[config.mk]
export PLATFORM = sky130hd
export DESIGN_NAME = stack
export DESIGN_NICKNAME = d
export VERILOG_FILES = /design/src/rtl/stack.sv
export SDC_FILE = /design/constraint.sdc
export NUM_CORES = 2
export LEC_CHECK = 0
export CAP_MARGIN = 30
export CORE_UTILIZATION = 50
export DETAILED_ROUTE_END_ITERATION = 8
export DONT_BUFFER_PORTS = 1
export SYNTH_ARGS = -nofsm -noshare
export SYNTH_HDL_FRONTEND = slang
export SYNTH_SLANG_ARGS = --single-unit
[constraint.sdc]
create_clock -name clk -period 5.3 [get_ports clk]
set_input_delay 0.53 -clock clk [delete_from_list [all_inputs] [get_ports clk]]
set_output_delay 0.53 -clock clk [all_outputs]
set_load 0.03 [all_outputs]
[src/rtl/stack.sv]
// LIFO of (x, y) coordinate pairs with a registered pop result and an error flag.
// Accepts one push or one pop per clock; push wins when both are requested.
module stack #(
    parameter int WIDTH = 4,
    parameter int DEPTH = 256,
    parameter int PTR_W = 9
) (
    input  logic             clk,
    input  logic             rst,
    input  logic             push,
    input  logic             pop,
    input  logic [WIDTH-1:0] xIn,
    input  logic [WIDTH-1:0] yIn,
    output logic [WIDTH-1:0] xOut,
    output logic [WIDTH-1:0] yOut,
    output logic             fail
);

    localparam int AW = (DEPTH > 1) ? $clog2(DEPTH) : 1;

    logic [2*WIDTH-1:0] mem [DEPTH];
    logic [PTR_W-1:0]   cnt;
    logic [PTR_W-1:0]   cnt_dec;
    logic               empty;
    logic               full;
    logic               do_push;
    logic               do_pop;

    always_comb begin
        cnt_dec = cnt - PTR_W'(1);
        empty   = (cnt == '0);
        full    = (cnt == PTR_W'(DEPTH));
        do_push = push && !full;
        do_pop  = !push && pop && !empty;
    end

    // Storage has no reset; only entries below cnt are ever read.
    always_ff @(posedge clk) begin
        if (do_push)
            mem[cnt[AW-1:0]] <= {xIn, yIn};
    end

    always_ff @(posedge clk or negedge rst) begin
        if (!rst) begin
            cnt  <= '0;
            xOut <= '0;
            yOut <= '0;
            fail <= 1'b0;
        end else if (push) begin
            if (full) begin
                fail <= 1'b1;
            end else begin
                cnt  <= cnt + PTR_W'(1);
                fail <= 1'b0;
            end
        end else if (pop) begin
            if (empty) begin
                fail <= 1'b1;
            end else begin
                {xOut, yOut} <= mem[cnt_dec[AW-1:0]];
                cnt          <= cnt_dec;
                fail         <= 1'b0;
            end
        end
    end

    logic unused;
    assign unused = do_pop;

endmodule

# Word level (Yosys, flattened, before mapping)
# Memory sizes are Yosys's and may differ from the RTL's. A register that Yosys moved wholly into a read port is not among the register bits.
# Index checks and enable logic that the tools add are counted.
[totals]
ram_bits = 2048
word_cells = 27
reg_bits = 10
out_inout_bits = 9
memories = 1
[memory_table]
columns = ["name", "depth", "word_bits", "rd", "rd_clocked_by_memory_dff", "write_ports", "line_no", "text"]
rows = [
  ["mem", 256, 8, 1, 1, 1, "21", "logic [2*WIDTH-1:0] mem [DEPTH];"],
]
[classes]
reduce_logical = 7
n_bitwise = 2
muxes = 10
add_sub_neg = 2
n_eq_ne = 3
[op_table]
columns = ["op", "n"]
rows = [
  ["2-to-1 mux 9 bit", 4],
  ["adder 9 x 1 -> 9 bit (second input constant)", 1],
  ["== test 9 bit (second input constant)", 1],
  ["zero test 9 bit", 1],
  ["subtractor 9 x 1 -> 9 bit (second input constant)", 1],
  ["2-to-1 mux 1 bit", 6],
  ["AND reduction 3 bit", 2],
  ["!= test 2 bit (second input constant)", 2],
  ["zero test 1 bit", 2],
  ["inverter 1 bit", 2],
  ["nonzero test 2 bit", 1],
  ["logical AND 1 bit", 1],
]

# Logic depth before layout (Yosys ltp)
[logic_depth]
word_depth = 5
depth_mapped = 18

# Worst setup path before layout
# Ideal clock, no wire load.
[synth_timing]
path_kind = "reg-to-reg"
start = "register cnt[0]"
end = "register xOut[3]"
n_path_buf = 10
arrival_time_ns = 3.977
setup_time_ns = 0.138
path_stages_with_launch = 18
required_time_ns = 5.162
path_slack_ns = 1.185
cell_sequence = "dfrtp_1 buf_6 buf_6 buf_6 buf_4 buf_4 inv_2 buf_2 ha_1 buf_2 buf_2 clkbuf_1 clkbuf_1 mux4_2 a221oi_1 o22ai_1 o31ai_1 o211ai_1"
[synth_via]
elab_chain_len = 3
[synth_lines]
columns = ["element", "line_no", "text"]
rows = [
  ["from (decl)", "22", "logic [PTR_W-1:0] cnt;"],
  ["from (signal assigned)", "53", "cnt <= cnt + PTR_W'(1);"],
  ["from (signal assigned)", "61", "cnt <= cnt_dec;"],
  ["branches (longest 3 deep; another with subtractor 9 x 1 -> 9 bit)", "n/a", ""],
  ["to (signal assigned)", "60", "{xOut, yOut} <= mem[cnt_dec[AW-1:0]];"],
  ["to (decl)", "14", "output logic [WIDTH-1:0] xOut,"],
]
# Several ways; the timed one is not identified.
# A chain may end at the register's enable or synchronous reset.

# Final worst setup path
[layout_timing]
start = "register cnt[1]"
end = "register xOut[3]"
# Same word-level chain as after synthesis.

==> summary.txt <==
Placed design
  • Worst slack, placed: 0.7319 ns
  • Port Buffers: 0
  • Placed Area: 82670 µm²
  • Final HPWL DP: 115000 µm
  • GP Congestion: 0.8532

Worst hold path
  • HP Class: in2reg

STA
  • Slew Limit Fails: 0
  • Rel. slew slack: 4.937%
  • Setup violators final: 0
  • Fin crit share: between 80% and 90%
  • Fmax: 214.6 MHz
  • Worst Tran Pin Value: ~1.4 ns
  • Final Hold Vio Count: 0
  • Unrepaired setup endpoints after global routing: false
  • Final worst slack: 0.6395 ns
  • Layout Skew: 0.04619 ns
  • Final min period: 4.661 ns
  • Setup TNS: 0 ns

Pwr
  • Switching Share: between 30% and 40%
  • IR Drop Worst-Case VDD: between 600 and 700 µV
  • Net Switching: 18.73 mW
  • Flop pwr share: 35.0%
  • Pwr per Cell Area: 588.4 nW/µm²
  • Comb pwr share: 37.9%
  • Clock power frac: 27.2%
  • Cell Int Power: 34.17 mW
  • P_leak: 27.66 nW

Die
  • Chip height: 402.2 µm
  • Die width: 402.2 µm
  • Core area: 158700 µm²
  • Die area: 161800 µm²
  • Starting Density: 50.45%
  • I/O pin cnt: 21
  • Row count: 146

Setup path
  • Worst EP required: 6.00 ns
  • CP startpoint: cnt[1]
  • Origin of the critical flop-to-flop path: cnt[1]
  • Worst setup EP type: flop
  • Reg2Reg Depth: 10
  • Critical Path End: xOut[3]
  • Kind of critical path: reg2reg
  • Crit Reg-Reg Endpoint: xOut[3]
  • Setup crit start kind: flop
  • Arr. time, crit path: 5.36 ns
  • FF-to-FF setup slack: 0.64 ns
  • Worst Path Max Fanout: 36

Cells and area
  • Number of fill cells: 11690
  • Area grow syn2layout: 12.27%
  • Layout Nets: just under 4000
  • Share of layout cells above drive strength 1: 24.26%
  • Post-layout util: 56.64%
  • Final Instance Area: about 90000 µm²

Synthesis
  • Cell count after synthesis: 3718
  • Main combinational cell family by area after synthesis: multiplexers
  • Ys Warns: 0
  • Avg Synthesized Cell Area: 21.54 µm²
  • Synth Register Bits: 2066
  • Yosys top cell area share: between 70% and 80%
  • Mux contribution to synthesized area: 15.09%
  • Synth Area in Compound Gates: 3.106%
  • Post-synth ARST share: 0.8712%
  • Netlist cell types: 67
  • Post-Syn Nets: 3734
  • Dominant cell type by area after synthesis: edfxtp_1
  • Post-Synth XOR/XNOR Area: less than 1%
  • Largest cells by area after synthesis: edfxtp_1 (77%), mux4_2 (15%), nor2_1 (1.3%)
  • Adder-cell share of the synthesized area: less than 1%
  • Cell area after synthesis: 80080 µm²
  • Sequential-to-total area share from yosys stat: 77.36%
  • Ys flop type: edfxtp_1
  • Simple logic cell fraction of the synthesized area: 2.772%
  • Post-synth EDFFs: 2048

Detailed routing
  • WL final: 204500 µm
  • Initial DRC Count: 5196
  • Via count: 38880
  • Antenna Nets Post-Route: 0
  • DRC: 0
  • Routed len/inst: 33.64 µm
  • DR pass1 iterations: 5
  • Vias/cell: between 6 and 7

Global routing
  • Largest net degree at the start of global routing: roughly 260
  • Number of global-route vias before repair: 38740
  • Initial antenna violation count: 8
  • GRT overflow: 0
  • First-pass GRT wire length: 291200 µm
  • Total track usage: 25.50%

Job
  • # Max-Cap Violations: 0

Clock network
  • CTS tree: built
  • Worst-skew pair later-pin latency: 0.85 ns
  • Post-CTS Setup Bufs: 0
  • CTS root buffer: clkbuf_16
  • Longest Clk Path Bufs: 3
  • Number of CTS-inserted buffers: 205
  • Resize count post-CTS: 0
  • # H-tree levels: 4
  • Clock sink total: 2066
  • Worst-path clk slew: roughly 0.06 ns

Status
  • Outcome: completed
==> state kept, by name, indices dropped and copies added, names as in the netlist <==
| name | flops |
|---|---|
| mem | 2048 |
| cnt | 9 |
| fail | 1 |
| xOut | 4 |
| yOut | 4 |
==> what timing repair did <==
item	in CTS	in global routing
setup endpoints to repair	0	0
endpoints found under the hold margin	1582	0
hold buffers	26	0
==> cell type report <==
type                            count  area [µm²]  area share [%]
Antenna cell                        5       12.51         0.01392
Clock buffer                      262        5435           6.045
Clock inverter                    120        1234           1.372
Inverter                            8       30.03         0.03340
Multi-Input combinational cell   1423       17120           19.04
Sequential cell                  2066       61950           68.91
Tap cell                         2072        2592           2.884
Timing Repair Buffer              124        1529           1.701
==> power by group through the flow <==
| stage | Clock (mW) | Combinational (mW) | Sequential [mW] |
|---|---|---|---|
| after global routing | 15.2 | 20.8 | 18.5 |
| after CTS | 14.6 | 20.1 | 18.5 |
| after floorplan | 0 | 12.3 | 18.6 |
| after global placement | 0 | 19.7 | 18.8 |
| final | 14.4 | 20.0 | 18.5 |
| after detailed placement | 0 | 19.7 | 18.8 |
==> worst min path at each step <==
stage	start	endpoint	slack (ns)	cells past startpoint
2_1_floorplan	rst	cnt[0]	0.23	0
3_3_place_gp	rst	fail	0.23	0
3_5_place_dp	rst	fail	0.23	0
4_1_cts	xIn[0]	mem[244][4]	0.02	1
5_1_grt	xIn[0]	mem[246][4]	0.05	1
6_report	xIn[0]	mem[128][4]	0.09	1
==> cell families after synthesis <==
family / count (synthesis)
flops: 2066
mux: 558
simple gates: 523
compound gates: 324
buf+inv: 229
xor+xnor: 14
fa+ha+maj: 4
==> worst max-delay path: stages, from the launching register on <==
cell and delay [ns]:
dfrtp_1 0.58, inv_1 0.16, ha_4 0.26, xor2_4 0.69
buf_4 0.66, mux4_2 0.58, nand2b_1 0.16, a311oi_1 0.30
and4b_1 0.24, nor4_1 0.67, o211ai_1 0.14
==> stage by stage <==
step	cells	hold WS [ns]	power, mW
floorplan	3718	0.2344	30.91
global placement	5660	0.2349	38.46
detailed placement	5666	0.2349	38.51
CTS	6074	0.02088	53.13
global route	6076	0.05010	54.43
finish	6080	0.08578	52.90
==> metal layers <==
metal  part of all wire, %  routed length, µm  vias to the layer above  GRT usage [%]
met1                    42              86630                    21070          37.44
met4                   2.8               5804                        2          7.627
li1                      -                  -                    15880              -
met2                    47              96040                     1625          39.14
met5                0.0064                 13                        -              0
met3                   7.8              16020                      311          4.928
==> placed cells by master, fill, tap and decap left out, types with 36 or more instances in the layout <==
cell | synthesis | layout
edfxtp_1 | 2048 | 2048
clkinv_1 | 2 | 45
a22o_1 | 36 | 36
nand2_1 | 156 | 140
mux4_2 | 519 | 519
clkbuf_16 | 0 | 206
a22oi_1 | 78 | 78
a221oi_1 | 54 | 54
clkbuf_1 | 95 | 49
buf_4 | 20 | 77
nor2_1 | 283 | 283
==> cell usage after synthesis (8+ instances only) <==
cell,instances
a2111oi_0,8
a211oi_1,22
a21oi_1,30
a221oi_1,54
a22o_1,36
a22oi_1,78
a32oi_1,10
and3_1,8
buf_1,10
buf_2,82
buf_4,20
buf_6,14
clkbuf_1,95
dfrtp_1,18
edfxtp_1,2048
mux2i_1,34
mux4_2,519
nand2_1,156
nand3_1,23
nor2_1,283
o21ai_0,15
o22ai_1,23
Note: power is estimated with default switching activity, not from simulation.
